**src/rtl/vid_timing_pkg.sv**
```systemverilog
`default_nettype none
// ============================================================================
// vid_timing_pkg : raster timing record, resolution presets, state encoding
// Rev 1.0
// ============================================================================
package vid_timing_pkg;

  typedef struct packed {
    logic [15:0] h_active;
    logic [15:0] h_fp;
    logic [15:0] h_sync;
    logic [15:0] h_bp;
    logic [15:0] v_active;
    logic [15:0] v_fp;
    logic [15:0] v_sync;
    logic [15:0] v_bp;
  } vid_timing_t;

  localparam vid_timing_t VT_1080P60 = '{
    h_active: 16'd1920, h_fp: 16'd88, h_sync: 16'd44, h_bp: 16'd148,
    v_active: 16'd1080, v_fp: 16'd4,  v_sync: 16'd5,  v_bp: 16'd36
  };

  localparam vid_timing_t VT_960X540 = '{
    h_active: 16'd960, h_fp: 16'd44, h_sync: 16'd22, h_bp: 16'd74,
    v_active: 16'd540, v_fp: 16'd2,  v_sync: 16'd3,  v_bp: 16'd18
  };

  typedef enum logic [0:0] {
    S_IDLE = 1'b0,
    S_RUN  = 1'b1
  } vid_state_e;

  function automatic int unsigned tot(input int unsigned active,
                                      input int unsigned fp,
                                      input int unsigned sync,
                                      input int unsigned bp);
    return active + fp + sync + bp;
  endfunction

endpackage : vid_timing_pkg
`default_nettype wire

```
**src/rtl/vid_axis_cnt.sv**
```systemverilog
`default_nettype none
// ============================================================================
// vid_axis_cnt : one raster axis counter with wrap and region decodes
// Rev 1.0
// ============================================================================
module vid_axis_cnt
  import vid_timing_pkg::*;
#(
  parameter int          CW     = 12,
  parameter int unsigned ACTIVE = 1920,
  parameter int unsigned FP     = 88,
  parameter int unsigned SYNC   = 44,
  parameter int unsigned BP     = 148
) (
  input  logic          clk,
  input  logic          rst,
  input  logic          clr,
  input  logic          inc,
  output logic [CW-1:0] cnt,
  output logic          last,
  output logic          zero,
  output logic          active,
  output logic          sync_region
);

  localparam int unsigned   c_total    = tot(ACTIVE, FP, SYNC, BP);
  localparam logic [CW-1:0] c_last     = CW'(c_total - 1);
  localparam logic [CW-1:0] c_act      = CW'(ACTIVE);
  localparam logic [CW-1:0] c_sync_beg = CW'(ACTIVE + FP);
  localparam logic [CW-1:0] c_sync_end = CW'(ACTIVE + FP + SYNC);

  if (longint'(c_total) >= (longint'(1) << CW)) begin : g_total_overflow
    $error("vid_axis_cnt: axis total %0d does not fit in %0d bits", c_total, CW);
  end

  logic [CW-1:0] r_cnt;

  always_ff @(posedge clk) begin
    if (rst || clr) begin
      r_cnt <= '0;
    end else if (inc) begin
      r_cnt <= (r_cnt == c_last) ? '0 : r_cnt + 1'b1;
    end
  end

  assign cnt         = r_cnt;
  assign last        = (r_cnt == c_last);
  assign zero        = (r_cnt == '0);
  assign active      = (r_cnt < c_act);
  assign sync_region = (r_cnt >= c_sync_beg) && (r_cnt < c_sync_end);

endmodule : vid_axis_cnt
`default_nettype wire

```
**src/rtl/vid_timing_gen.sv**
```systemverilog
`default_nettype none
// ============================================================================
// vid_timing_gen : enable-gated raster timing generator (whole frames only)
// Rev 1.0
// ============================================================================
module vid_timing_gen
  import vid_timing_pkg::*;
#(
  parameter int          CW       = 12,
  parameter int unsigned H_ACTIVE = 1920,
  parameter int unsigned H_FP     = 88,
  parameter int unsigned H_SYNC   = 44,
  parameter int unsigned H_BP     = 148,
  parameter int unsigned V_ACTIVE = 1080,
  parameter int unsigned V_FP     = 4,
  parameter int unsigned V_SYNC   = 5,
  parameter int unsigned V_BP     = 36,
  parameter logic        HS_POL   = 1'b1,
  parameter logic        VS_POL   = 1'b1
) (
  input  logic          pixel_clk,
  input  logic          pixel_rst,
  input  logic          enable,
  output logic          pixel_de,
  output logic          pixel_hs,
  output logic          pixel_vs,
  output logic [CW-1:0] pixel_x,
  output logic [CW-1:0] pixel_y,
  output logic          frame_start,
  output logic          busy,
  output logic [15:0]   frame_cnt,
  output logic [31:0]   image_width,
  output logic [31:0]   image_height
);

  localparam logic [0:0] IDLE = S_IDLE;
  localparam logic [0:0] RUN  = S_RUN;

  logic [0:0]    r_state;
  logic [15:0]   r_frame_cnt;
  logic          w_run;
  logic          w_frame_end;
  logic          w_de;
  logic [CW-1:0] w_h_cnt, w_v_cnt;
  logic          w_h_last, w_v_last, w_h_zero, w_v_zero;
  logic          w_h_act, w_v_act, w_h_sync, w_v_sync;

  assign w_run       = (r_state == RUN);
  assign w_frame_end = w_run && w_h_last && w_v_last;
  assign w_de        = w_run && w_h_act && w_v_act;

  // Both counters are held at zero while idle so a start always lands on (0,0).
  vid_axis_cnt #(
    .CW(CW), .ACTIVE(H_ACTIVE), .FP(H_FP), .SYNC(H_SYNC), .BP(H_BP)
  ) u_h_cnt (
    .clk         (pixel_clk),
    .rst         (pixel_rst),
    .clr         (!w_run),
    .inc         (1'b1),
    .cnt         (w_h_cnt),
    .last        (w_h_last),
    .zero        (w_h_zero),
    .active      (w_h_act),
    .sync_region (w_h_sync)
  );

  vid_axis_cnt #(
    .CW(CW), .ACTIVE(V_ACTIVE), .FP(V_FP), .SYNC(V_SYNC), .BP(V_BP)
  ) u_v_cnt (
    .clk         (pixel_clk),
    .rst         (pixel_rst),
    .clr         (!w_run),
    .inc         (w_h_last),
    .cnt         (w_v_cnt),
    .last        (w_v_last),
    .zero        (w_v_zero),
    .active      (w_v_act),
    .sync_region (w_v_sync)
  );

  always_ff @(posedge pixel_clk) begin
    if (pixel_rst) begin
      r_state     <= IDLE;
      r_frame_cnt <= '0;
    end else begin
      case (r_state)
        IDLE:    if (enable) r_state <= RUN;
        RUN:     if (w_frame_end && !enable) r_state <= IDLE;
        default: r_state <= IDLE;
      endcase
      if (w_frame_end) r_frame_cnt <= r_frame_cnt + 16'd1;
    end
  end

  always_ff @(posedge pixel_clk) begin
    if (pixel_rst) begin
      pixel_de    <= 1'b0;
      pixel_hs    <= ~HS_POL;
      pixel_vs    <= ~VS_POL;
      pixel_x     <= '0;
      pixel_y     <= '0;
      frame_start <= 1'b0;
      busy        <= 1'b0;
    end else begin
      pixel_de    <= w_de;
      pixel_hs    <= (w_run && w_h_sync) ? HS_POL : ~HS_POL;
      pixel_vs    <= (w_run && w_v_sync) ? VS_POL : ~VS_POL;
      pixel_x     <= w_de ? w_h_cnt : '0;
      pixel_y     <= w_de ? w_v_cnt : '0;
      frame_start <= w_run && w_h_zero && w_v_zero;
      busy        <= w_run;
    end
  end

  assign frame_cnt    = r_frame_cnt;
  assign image_width  = H_ACTIVE;
  assign image_height = V_ACTIVE;

endmodule : vid_timing_gen
`default_nettype wire

```
**config.mk**
```make
export PLATFORM = sky130hd
export DESIGN_NAME = vid_timing_gen
export DESIGN_NICKNAME = d
export VERILOG_FILES = /design/src/rtl/vid_timing_pkg.sv /design/src/rtl/vid_axis_cnt.sv /design/src/rtl/vid_timing_gen.sv
export SDC_FILE = /design/constraint.sdc
export NUM_CORES = 1
export LEC_CHECK = 0
export CAP_MARGIN = 10
export CORE_ASPECT_RATIO = 1.1
export CORE_MARGIN = 2
export CORE_UTILIZATION = 30
export CTS_CLUSTER_SIZE = 10
export DETAILED_ROUTE_END_ITERATION = 16
export GPL_TIMING_DRIVEN = 0
export PLACE_DENSITY_LB_ADDON = 0.12
export SLEW_MARGIN = 20
export SYNTH_ARGS = -nofsm -noshare
export SYNTH_HDL_FRONTEND = slang
export SYNTH_SLANG_ARGS = --single-unit
```
**constraint.sdc**
```tcl
create_clock -name pixel_clk -period 4.7 [get_ports pixel_clk]
set_clock_uncertainty 0.1 [all_clocks]
set_input_delay 0.705 -clock pixel_clk [delete_from_list [all_inputs] [get_ports pixel_clk]]
set_output_delay 0.705 -clock pixel_clk [all_outputs]
set_load 0.02 [all_outputs]
```
# ---- After elaboration in Yosys (flattened, before gate mapping)
# Index checks and enable logic that the tools add are counted.
dict set report word_totals {
  regBits 70
}
dict set report classes {
  order_cmp 6
  reduce_logical 18
  n_bitwise 2
  eq_ne 2
  muxes 6
  n_addsub 3
}
# operator n
set op_table {}
lappend op_table {{12-bit by 11-bit less-than comparator with 1-bit output, second input constant} 3}
lappend op_table {{12-bit by 1-bit adder with 12-bit output, second input constant} 2}
lappend op_table {{12-bit by 11-bit >= comparator with 1-bit output, second input constant} 2}
lappend op_table {{12-bit zero test} 2}
lappend op_table {{16-bit by 1-bit adder with 16-bit output, second input constant} 1}
lappend op_table {{12-bit by 11-bit == test with 1-bit output, second input constant} 1}
lappend op_table {{12-bit == test, second input constant} 1}
lappend op_table {{12-bit less-than comparator, second input constant} 1}
lappend op_table {{12-bit two-way mux} 1}
lappend op_table {{1-bit logical AND} 11}
lappend op_table {{1-bit two-way mux} 4}
lappend op_table {{2-bit OR reduction} 2}
lappend op_table {{1-bit zero test} 2}
lappend op_table {{1-bit NOT} 2}
lappend op_table {{1-bit one-hot mux with 2 select lines} 1}
lappend op_table {{1-bit logical OR} 1}

# ---- Depth between registers and ports, before layout
# Gate-level depths: netlist (run 1).
dict set report depth {
  word_depth 6
  ltp_mapped 8
  depth_no_buf 6
}

# ---- Cells and area by module
# Synthesis (run 1) repeated with hierarchy kept, for this count alone.
dict set report hier_totals {
  cells_unflattened 377
  area_unflattened_um2 3568.4
}
# module n_inst cells_per_inst area_each_um2 seq_area_each_um2
set modules_own_cells {}
lappend modules_own_cells {vid_timing_gen 1 218 2047.0 920.9}
lappend modules_own_cells {{vid_axis_cnt (u_v_cnt)} 1 82 784.5 240.2}
lappend modules_own_cells {{vid_axis_cnt (u_h_cnt)} 1 77 737.0 240.2}

# ---- Least setup slack after synthesis (run 1)
# OpenSTA, ideal clock, no wires.
dict set report synth_path {
  kind {flip-flop to flip-flop}
  from {register u_v_cnt.r_cnt[0] (netlist: u_v_cnt.cnt[0])}
  to {register r_frame_cnt[10] (netlist: frame_cnt[10])}
  arrival_time_ps 1765
  setup_slack_ps 2714
  setup_ps 121
  path_buffers 1
  stages_incl_launch_ff 8
  cell_sequence {dfxtp_1 inv_1 ha_1 nor3b_2 nand4_2 buf_2 nor4_1 mux2_2}
}
dict set report synth_between {
  elab_chain_len 2
}
# item line
set synth_rtl {}
lappend synth_rtl {{start: declaration} vid_axis_cnt.sv:36} ;# logic [CW-1:0] r_cnt;
lappend synth_rtl {{start signal: assignment} vid_axis_cnt.sv:42} ;# r_cnt <= (r_cnt == c_last) ? '0 : r_cnt + 1'b1;
lappend synth_rtl {{12-bit by 11-bit == test with 1-bit output} vid_axis_cnt.sv:47} ;# assign last = (r_cnt == c_last);
lappend synth_rtl {{1-bit logical AND} vid_timing_gen.sv:49} ;# assign w_frame_end = w_run && w_h_last && w_v_last;
lappend synth_rtl {{end signal: assignment} vid_timing_gen.sv:91} ;# if (w_frame_end) r_frame_cnt <= r_frame_cnt + 16'd1;
lappend synth_rtl {{end: declaration} vid_timing_gen.sv:40} ;# logic [15:0] r_frame_cnt;
# No other way between the ends.
# A chain may end at the register's enable or synchronous reset.

# ---- Worst setup path after layout (run 1)
dict set report layout_path {
  from {input port pixel_rst}
  to {register pixel_y[3]}
}
dict set report layout_between {
  elab_chain_len 1
}
# item line
set layout_rtl {}
lappend layout_rtl {{start: declaration} vid_timing_gen.sv:22} ;# input logic pixel_rst,
lappend layout_rtl {{2-bit OR reduction (no source line)} -}
lappend layout_rtl {{end signal: assignment} vid_timing_gen.sv:109} ;# pixel_y <= w_de ? w_v_cnt : '0;
lappend layout_rtl {{end: declaration} vid_timing_gen.sv:28} ;# output logic [CW-1:0] pixel_y,
# No other way between the ends.

==> results of run 1 <==
## synth_stat cells (3+ instances only)
cell / number / area, um2
mux2_2: 5 / 56.30
nand4_1: 11 / 68.82
nor2b_1: 7 / 43.79
or3_1: 5 / 31.28
inv_1: 11 / 41.29
nor3_1: 9 / 45.04
buf_1: 3 / 11.26
or4_1: 15 / 112.6
nor4_1: 5 / 31.28
o21ai_0: 7 / 35.03
dfxtp_1: 70 / 1401
and2_1: 24 / 150.1
and4_1: 7 / 61.31
clkbuf_1: 12 / 45.04
nor2_1: 26 / 97.59
ha_1: 5 / 62.56
xnor2_1: 9 / 78.83
buf_2: 4 / 20.02
buf_6: 3 / 33.78
nand2_1: 12 / 45.04
nand3_1: 17 / 85.08
a21oi_1: 22 / 110.1
o31ai_1: 16 / 120.1
buf_4: 64 / 480.5
## metal layers
metal | global-route usage (%) | up-vias | wire length [um]
met1 | 14.54 | 1261 | 3273
met5 | 0 | - | 0
met3 | 4.297 | 6 | 390
met2 | 21.50 | 71 | 3766
li1 | - | 1457 | -
met4 | 6.579 | 0 | 89
## worst max path at each step
stage                     slack, ps       endpoint           start  cells after the start
after global placement         1840     pixel_x[8]       pixel_rst                      7
after CTS                      2210     pixel_x[7]       pixel_rst                      7
final                          2270     pixel_y[3]       pixel_rst                      7
after detailed placement       1840     pixel_x[7]       pixel_rst                      7
after floorplan                2710  frame_cnt[10]  u_v_cnt.cnt[0]                      7
after global routing           2030     pixel_x[8]       pixel_rst                      7
## registers in the layout, summed over array words and instances, names as in the netlist
register / flops
frame_cnt: 16
pixel_x: 12
pixel_y: 12
u_h_cnt.cnt: 12
u_v_cnt.cnt: 12
busy: 1
frame_start: 1
pixel_de: 1
pixel_hs: 1
pixel_vs: 1
r_state: 1
## stage by stage
| step | instances | hold WS, ps | utilization (%) |
|---|---|---|---|
| 2_1_floorplan | 453 | 336.9 | - |
| 3_3_place_gp | 650 | 364.0 | 38.36 |
| 3_5_place_dp | 650 | 384.6 | 38.36 |
| 4_1_cts | 665 | 395.6 | 40.92 |
| 5_1_grt | 665 | 418.7 | 40.92 |
| 6_report | 665 | 396.1 | 40.92 |
## worst max-delay path: stages
cell and delay [ps]:
clkdlybuf4s50_1 520, nand2b_1 250, inv_1 180, nand3_1 100, a21oi_1 310, clkbuf_1 320
and2_1 190
## final cells by class
cell class / count / area (um2)
clock inverter: 4 / 47.55
clock buffer: 11 / 242.7
buffer: 87 / 595.6
inverter: 11 / 41.29
sequential: 70 / 1401
tap: 150 / 187.7
fill: 1150 / 6698
timing repair buffer: 47 / 470.5
multi-input combinational: 285 / 1653
## power breakdown
part           total (uW)  switching [uW]  internal, uW
logic                 119            72.3          46.2
registers             601            2.30           599
clock network         657             237           420
total                1380             312          1060
## cell families after synthesis
logic type | count (synthesis)
fa+ha+maj | 5
buf+inv | 98
other cells | 2
compound gates | 47
xor+xnor | 11
flops | 70
mux | 7
simple gates | 149
==> summary.txt, run 1 <==
STA
  • Final hold vios: 0
  • Relative slew slack: ~66%
  • Worst Setup Slack, final: around 2300 ps
  • Worst-Margin Slew: 510.4 ps
  • Setup TNS: 0 ps
  • RSZ-0062 raised after global routing: no
  • Fmax: 411.8 MHz
  • Fin crit share: 51.67%
  • Period minus WS final: 2429 ps
  • Slew Limit Fails: 0
  • Final Setup Violations: 0

Synthesis
  • Mux share of post-synthesis cell area: 2.248%
  • EDFF count, synth: 0
  • Synth Area in Adders: 1.813%
  • Post-synthesis cell type count: 40
  • Compound-Gate Fraction of Synth Area: 8.086%
  • Most used DFF post-synth: dfxtp_1
  • Sequential area share after synthesis: 40.61%
  • Xor and xnor fraction of the mapped netlist area: 2.792%
  • Synthesized area per cell: 8.871 um2
  • Largest family of logic cells by synthesized area: simple AND/OR/NAND/NOR gates
  • Synth warn: 0
  • Gate Count Post-Synth: 389
  • Synthesized area: 0.003451 mm2
  • Post-synthesis simple-gate area fraction: between 20% and 30%
  • Register bit total from synthesis: 70
  • Ys async rst share: 0%

Critical path
  • Crit Path Class: input pin to register
  • Reg-to-reg critical path endpoint: frame_cnt[10]
  • Crit path DAT: 2590 ps
  • Worst-path fanout max: 10
  • Critical path endpoint category: register
  • Worst endpoint required time: 4870 ps
  • R2R depth: 7
  • Worst reg2reg path startpoint: u_v_cnt.cnt[0]
  • R2R Setup Slk: 2370 ps
  • Worst setup SP type: input pin

Route
  • Wire per inst: 11.31 um
  • TritonRoute pass-1 iters: 4
  • First-iteration detailed-routing DRC count: 67
  • Antenna viol nets, final: 0
  • Vias per inst: 4.203
  • Vias: 2795
  • DR DRC count: 0
  • Routed WL: 7521 um

CTS
  • H-tree depth: 3
  • Clock transition at path regs: 50 ps
  • Post-CTS Hold Fix Bufs: 0
  • Worst skew pair latency: 330 ps
  • CTS tree: yes
  • Post-CTS Setup Bufs: 0
  • Maximum clock path buffer count: 2
  • Clock root buffer: clkbuf_16
  • TritonCTS Buffers: 9
  • Clock sink count: 70
  • CTS resizes: 0

Run status
  • Status: complete, no violations

Global routing
  • Largest net degree at the start of global routing: 12
  • Initial antenna violation count: 0
  • First-pass GRT wire length: 12400 um
  • Vias in the first global route: between 2000 and 3000
  • Total GRT Usage: 12.79%
  • Total grt overflow: 0

Placement
  • Port Buffers: 47
  • Pre-CTS setup slack: 1844 ps
  • Post-DP HPWL: 5554 um
  • Dpl cell area: 0.004349 mm2
  • Routability Congestion: 0.8518

Floorplanning
  • Core Area: 0.01134 mm2
  • Total I/O pin count: 112
  • Die Height: 116.5 um
  • Die ar.: 0.01238 mm2
  • Num rows: 41
  • Die Span X: 106.3 um
  • Initial core utilization: 30.44%

Final layout
  • Layout area overhead: 34.45%
  • Most common cell after layout, fill and taps aside: dfxtp_1
  • Most frequent cells in the layout: dfxtp_1, conb_1, buf_4
  • Final non-filler cell area: 0.004639 mm2
  • Nets: 519
  • Antenna Cells: 0
  • Layout cells sized above 1: 18.45%

Power and ir drop
  • Worst VDD drop: between 0.1 and 0.15 mV
  • P_leak: 0.001846 uW
  • Design Power: 1377 uW
  • Pwr dens: 296.8 mW/mm2

Hold path
  • HP Class: register to register
  • Worst Hold Depth: 2
  • Hold_sp: frame_cnt[6]
  • Hold endpoint: frame_cnt[6]

Run
  • Max Cap Viol: 0
Power figures use the tool's default switching activity.
==> run 2: changes to the inputs <==
==> constraint.sdc (replaced) <==
create_clock -name pixel_clk -period 2.2 [get_ports pixel_clk]
set_clock_uncertainty 0.1 [all_clocks]
set_input_delay 0.33 -clock pixel_clk [delete_from_list [all_inputs] [get_ports pixel_clk]]
set_output_delay 0.33 -clock pixel_clk [all_outputs]
set_load 0.02 [all_outputs]
==> run 2 against run 1 <==
Compared with the run above: routed wire length grew 1.5%; hold slack lost 2.7 ps; die area is the same; core utilization grew 1.0 points; final area grew 2.6%; combinational power grew 120%; sequential cell count is the same; global-route usage grew 0.11 points; non-clock buffer count grew 1; power grew 110%.
==> summary.txt, run 2 (same netlist as run 1, synthesis figures left out) <==
STA
  • Period minus WS final: 2152 ps
  • Fin crit share: 97.82%
  • Slew Limit Fails: 0 (unchanged)
  • Fmax: 464.7 MHz
  • Final hold vios: 0 (unchanged)
  • RSZ-0062 raised after global routing: yes (was no)
  • Setup TNS: 0 ps (unchanged)
  • Min Hold Slack: 393.4 ps (was 396.1 ps)
  • Final Setup Violations: 0 (unchanged)

Hold path
  • Hold endpoint: frame_cnt[6] (unchanged)
  • HP Class: register to register (unchanged)
  • Worst Hold Depth: 2 (unchanged)
  • Hold_sp: frame_cnt[6] (unchanged)

Route
  • TritonRoute pass-1 iters: 4 (unchanged)
  • DR DRC count: 0 (unchanged)
  • Routed WL: 7633 um (was 7521 um)
  • Vias: 2846 (was 2795)
  • Wire per inst: 11.46 um (was 11.31 um)
  • First-iteration detailed-routing DRC count: 76 (was 67)
  • Antenna viol nets, final: 0 (unchanged)
  • Vias per inst: 4.273 (was 4.203)

CTS
  • Clock transition at path regs: 60 ps (was 50 ps)
  • CTS tree: yes (unchanged)
  • Clock root buffer: clkbuf_16 (unchanged)
  • Worst skew pair latency: 340 ps (was 330 ps)
  • TritonCTS Buffers: 9 (unchanged)
  • Clock sink count: 70 (unchanged)
  • Post-CTS Hold Fix Bufs: 0 (unchanged)
  • H-tree depth: 3 (unchanged)
  • Maximum clock path buffer count: 2 (unchanged)

Critical path
  • Worst reg2reg path startpoint: u_h_cnt.cnt[1] (was u_v_cnt.cnt[0])
  • Crit Path Class: register to register (was input pin to register)
  • Reg-to-reg critical path endpoint: frame_cnt[10] (unchanged)
  • Worst setup SP type: register (was input pin)
  • Worst-path fanout max: 10 (unchanged)
  • Crit path DAT: 2280 ps (was 2590 ps)
  • Critical path endpoint category: register (unchanged)
  • R2R depth: 6 (was 7)
  • Worst endpoint required time: 2330 ps (was 4870 ps)
  • R2R Setup Slk: 50 ps (was 2370 ps)

Final layout
  • Final non-filler cell area: 0.004758 mm2 (was 0.004639 mm2)
  • Nets: 520 (was 519)
  • Layout area overhead: 37.89% (was 34.45%)
  • Most common cell after layout, fill and taps aside: dfxtp_1 (unchanged)
  • Filler cells: 1150 (unchanged)
  • Most frequent cells in the layout: dfxtp_1, buf_4, conb_1 (was dfxtp_1, conb_1, buf_4)
  • Seq. cell area: 0.001403 mm2 (was 0.001401 mm2)
  • Antenna Cells: 0 (unchanged)
  • Max reg flops: 16 (unchanged)
  • Layout cells sized above 1: 21.71% (was 18.45%)
  • Multi-input logic area: 0.001744 mm2 (was 0.001653 mm2)
  • Post-layout util: 41.97% (was 40.92%)
  • Final std cells w/o fill: 666 (was 665)

Run
  • Max Cap Viol: 0 (unchanged)

Placement
  • Routability Congestion: 0.8518 (unchanged)
  • Port Buffers: 47 (unchanged)
  • Placed Cells: 650 (unchanged)
  • Dpl cell area: 0.004349 mm2 (unchanged)
  • Post-DP HPWL: 5554 um (unchanged)

Run status
  • Status: complete, no violations (unchanged)

Power and ir drop
  • Pwr dens: 621.3 mW/mm2 (was 296.8 mW/mm2)
  • Worst VDD drop: 0.2675 mV (was 0.1238 mV)
  • P_leak: 0.001892 uW (was 0.001846 uW)

Global routing
  • Initial antenna violation count: 0 (unchanged)
  • First-pass GRT wire length: 12560 um (was 12400 um)
  • Total grt overflow: 0 (unchanged)
  • Total GRT Usage: 12.89% (was 12.79%)
  • Largest net degree at the start of global routing: 12 (unchanged)
  • Vias in the first global route: 2700 (was 2671)

Floorplanning
  • Die Height: 116.5 um (unchanged)
  • Die ar.: 0.01238 mm2 (unchanged)
  • Initial core utilization: 30.44% (unchanged)
  • Total I/O pin count: 112 (unchanged)
  • Num rows: 41 (unchanged)
  • Core Area: 0.01134 mm2 (unchanged)
  • Die Span X: 106.3 um (unchanged)
-- run 2: cell types whose count changed in the layout (fill, tap and decap cells not counted), moves of 2 or more --
cell / change
nor4_2: +4
clkbuf_2: +3
buf_4: +2
o31ai_1: -2
nor4_1: -5
clkbuf_1: -6
-- run 2: area by class of cell --
type	instances	area share, %
plain buffers	86	12.75
clock buffers	11	5.101
clock inverters	4	0.9992
inverters	11	0.8677
multi-input cells	285	36.66
flip-flops and latches	70	29.48
well taps	150	3.944
repair buffers	49	10.20
-- run 2: worst max path at each step --
| stage | start | to | slack [ps] | depth (start not counted) |
|---|---|---|---|---|
| 5_1_grt | u_h_cnt.cnt[1] | frame_cnt[14] | -30 | 6 |
| 4_1_cts | u_h_cnt.cnt[0] | frame_cnt[14] | 10 | 6 |
| 2_1_floorplan | u_v_cnt.cnt[0] | frame_cnt[10] | 210 | 7 |
| 3_3_place_gp | pixel_rst | pixel_x[8] | -280 | 7 |
| 3_5_place_dp | pixel_rst | pixel_x[7] | -280 | 7 |
| 6_report | u_h_cnt.cnt[1] | frame_cnt[10] | 50 | 6 |
-- run 2: per-layer routing --
| layer | part of all wire (%) | global-route usage, % | wire (um) |
|---|---|---|---|
| met2 | 49 | 21.71 | 3743 |
| met1 | 43 | 14.68 | 3299 |
| met3 | 5.6 | 4.297 | 431 |
| met5 | 0 | 0 | 0 |
| met4 | 2.1 | 6.579 | 160 |
-- run 2: what timing repair did --
action	in CTS	in global routing
setup buffers	1	1
setup endpoints to repair	26	55
pin swaps	1	1
resized for setup	12	17
gates cloned	0	0
-- run 2: metrics by stage --
stage                     power (uW)  setup slack [ps]
after floorplan                 1528             214.2
after global placement          1559            -280.2
after detailed placement        1560            -280.7
after CTS                       2986             11.44
after global routing            3074            -33.49
final                           2957             48.05
-- run 2: report_power, final --
part / switching (uW) / internal [uW] / leakage (uW) / total [uW]
Sequential: 6.11 / 1280 / 0.000566 / 1290
Combinational: 155 / 101 / 0.00118 / 256
Clock: 518 / 897 / 0.000141 / 1410
Total: 680 / 2280 / 0.00189 / 2960
-- run 2: critical path, cell delays in order (launching register included) --
cell	delay (ps)
dfxtp_1	430
ha_4	190
and4_1	250
nand4_4	200
buf_6	210
nor4_2	300
mux2_2	370
==> run 3: changes to the inputs <==
--- a/config.mk
+++ b/config.mk
@@ -9,6 +9,7 @@
 export CORE_ASPECT_RATIO = 1.1
 export CORE_MARGIN = 2
 export CORE_UTILIZATION = 30
+export CTS_CLUSTER_DIAMETER = 50
 export CTS_CLUSTER_SIZE = 10
 export DETAILED_ROUTE_END_ITERATION = 16
 export GPL_TIMING_DRIVEN = 0
==> results of run 3 <==
No change in the layout: final DEF, timing and power equal those of run 2.
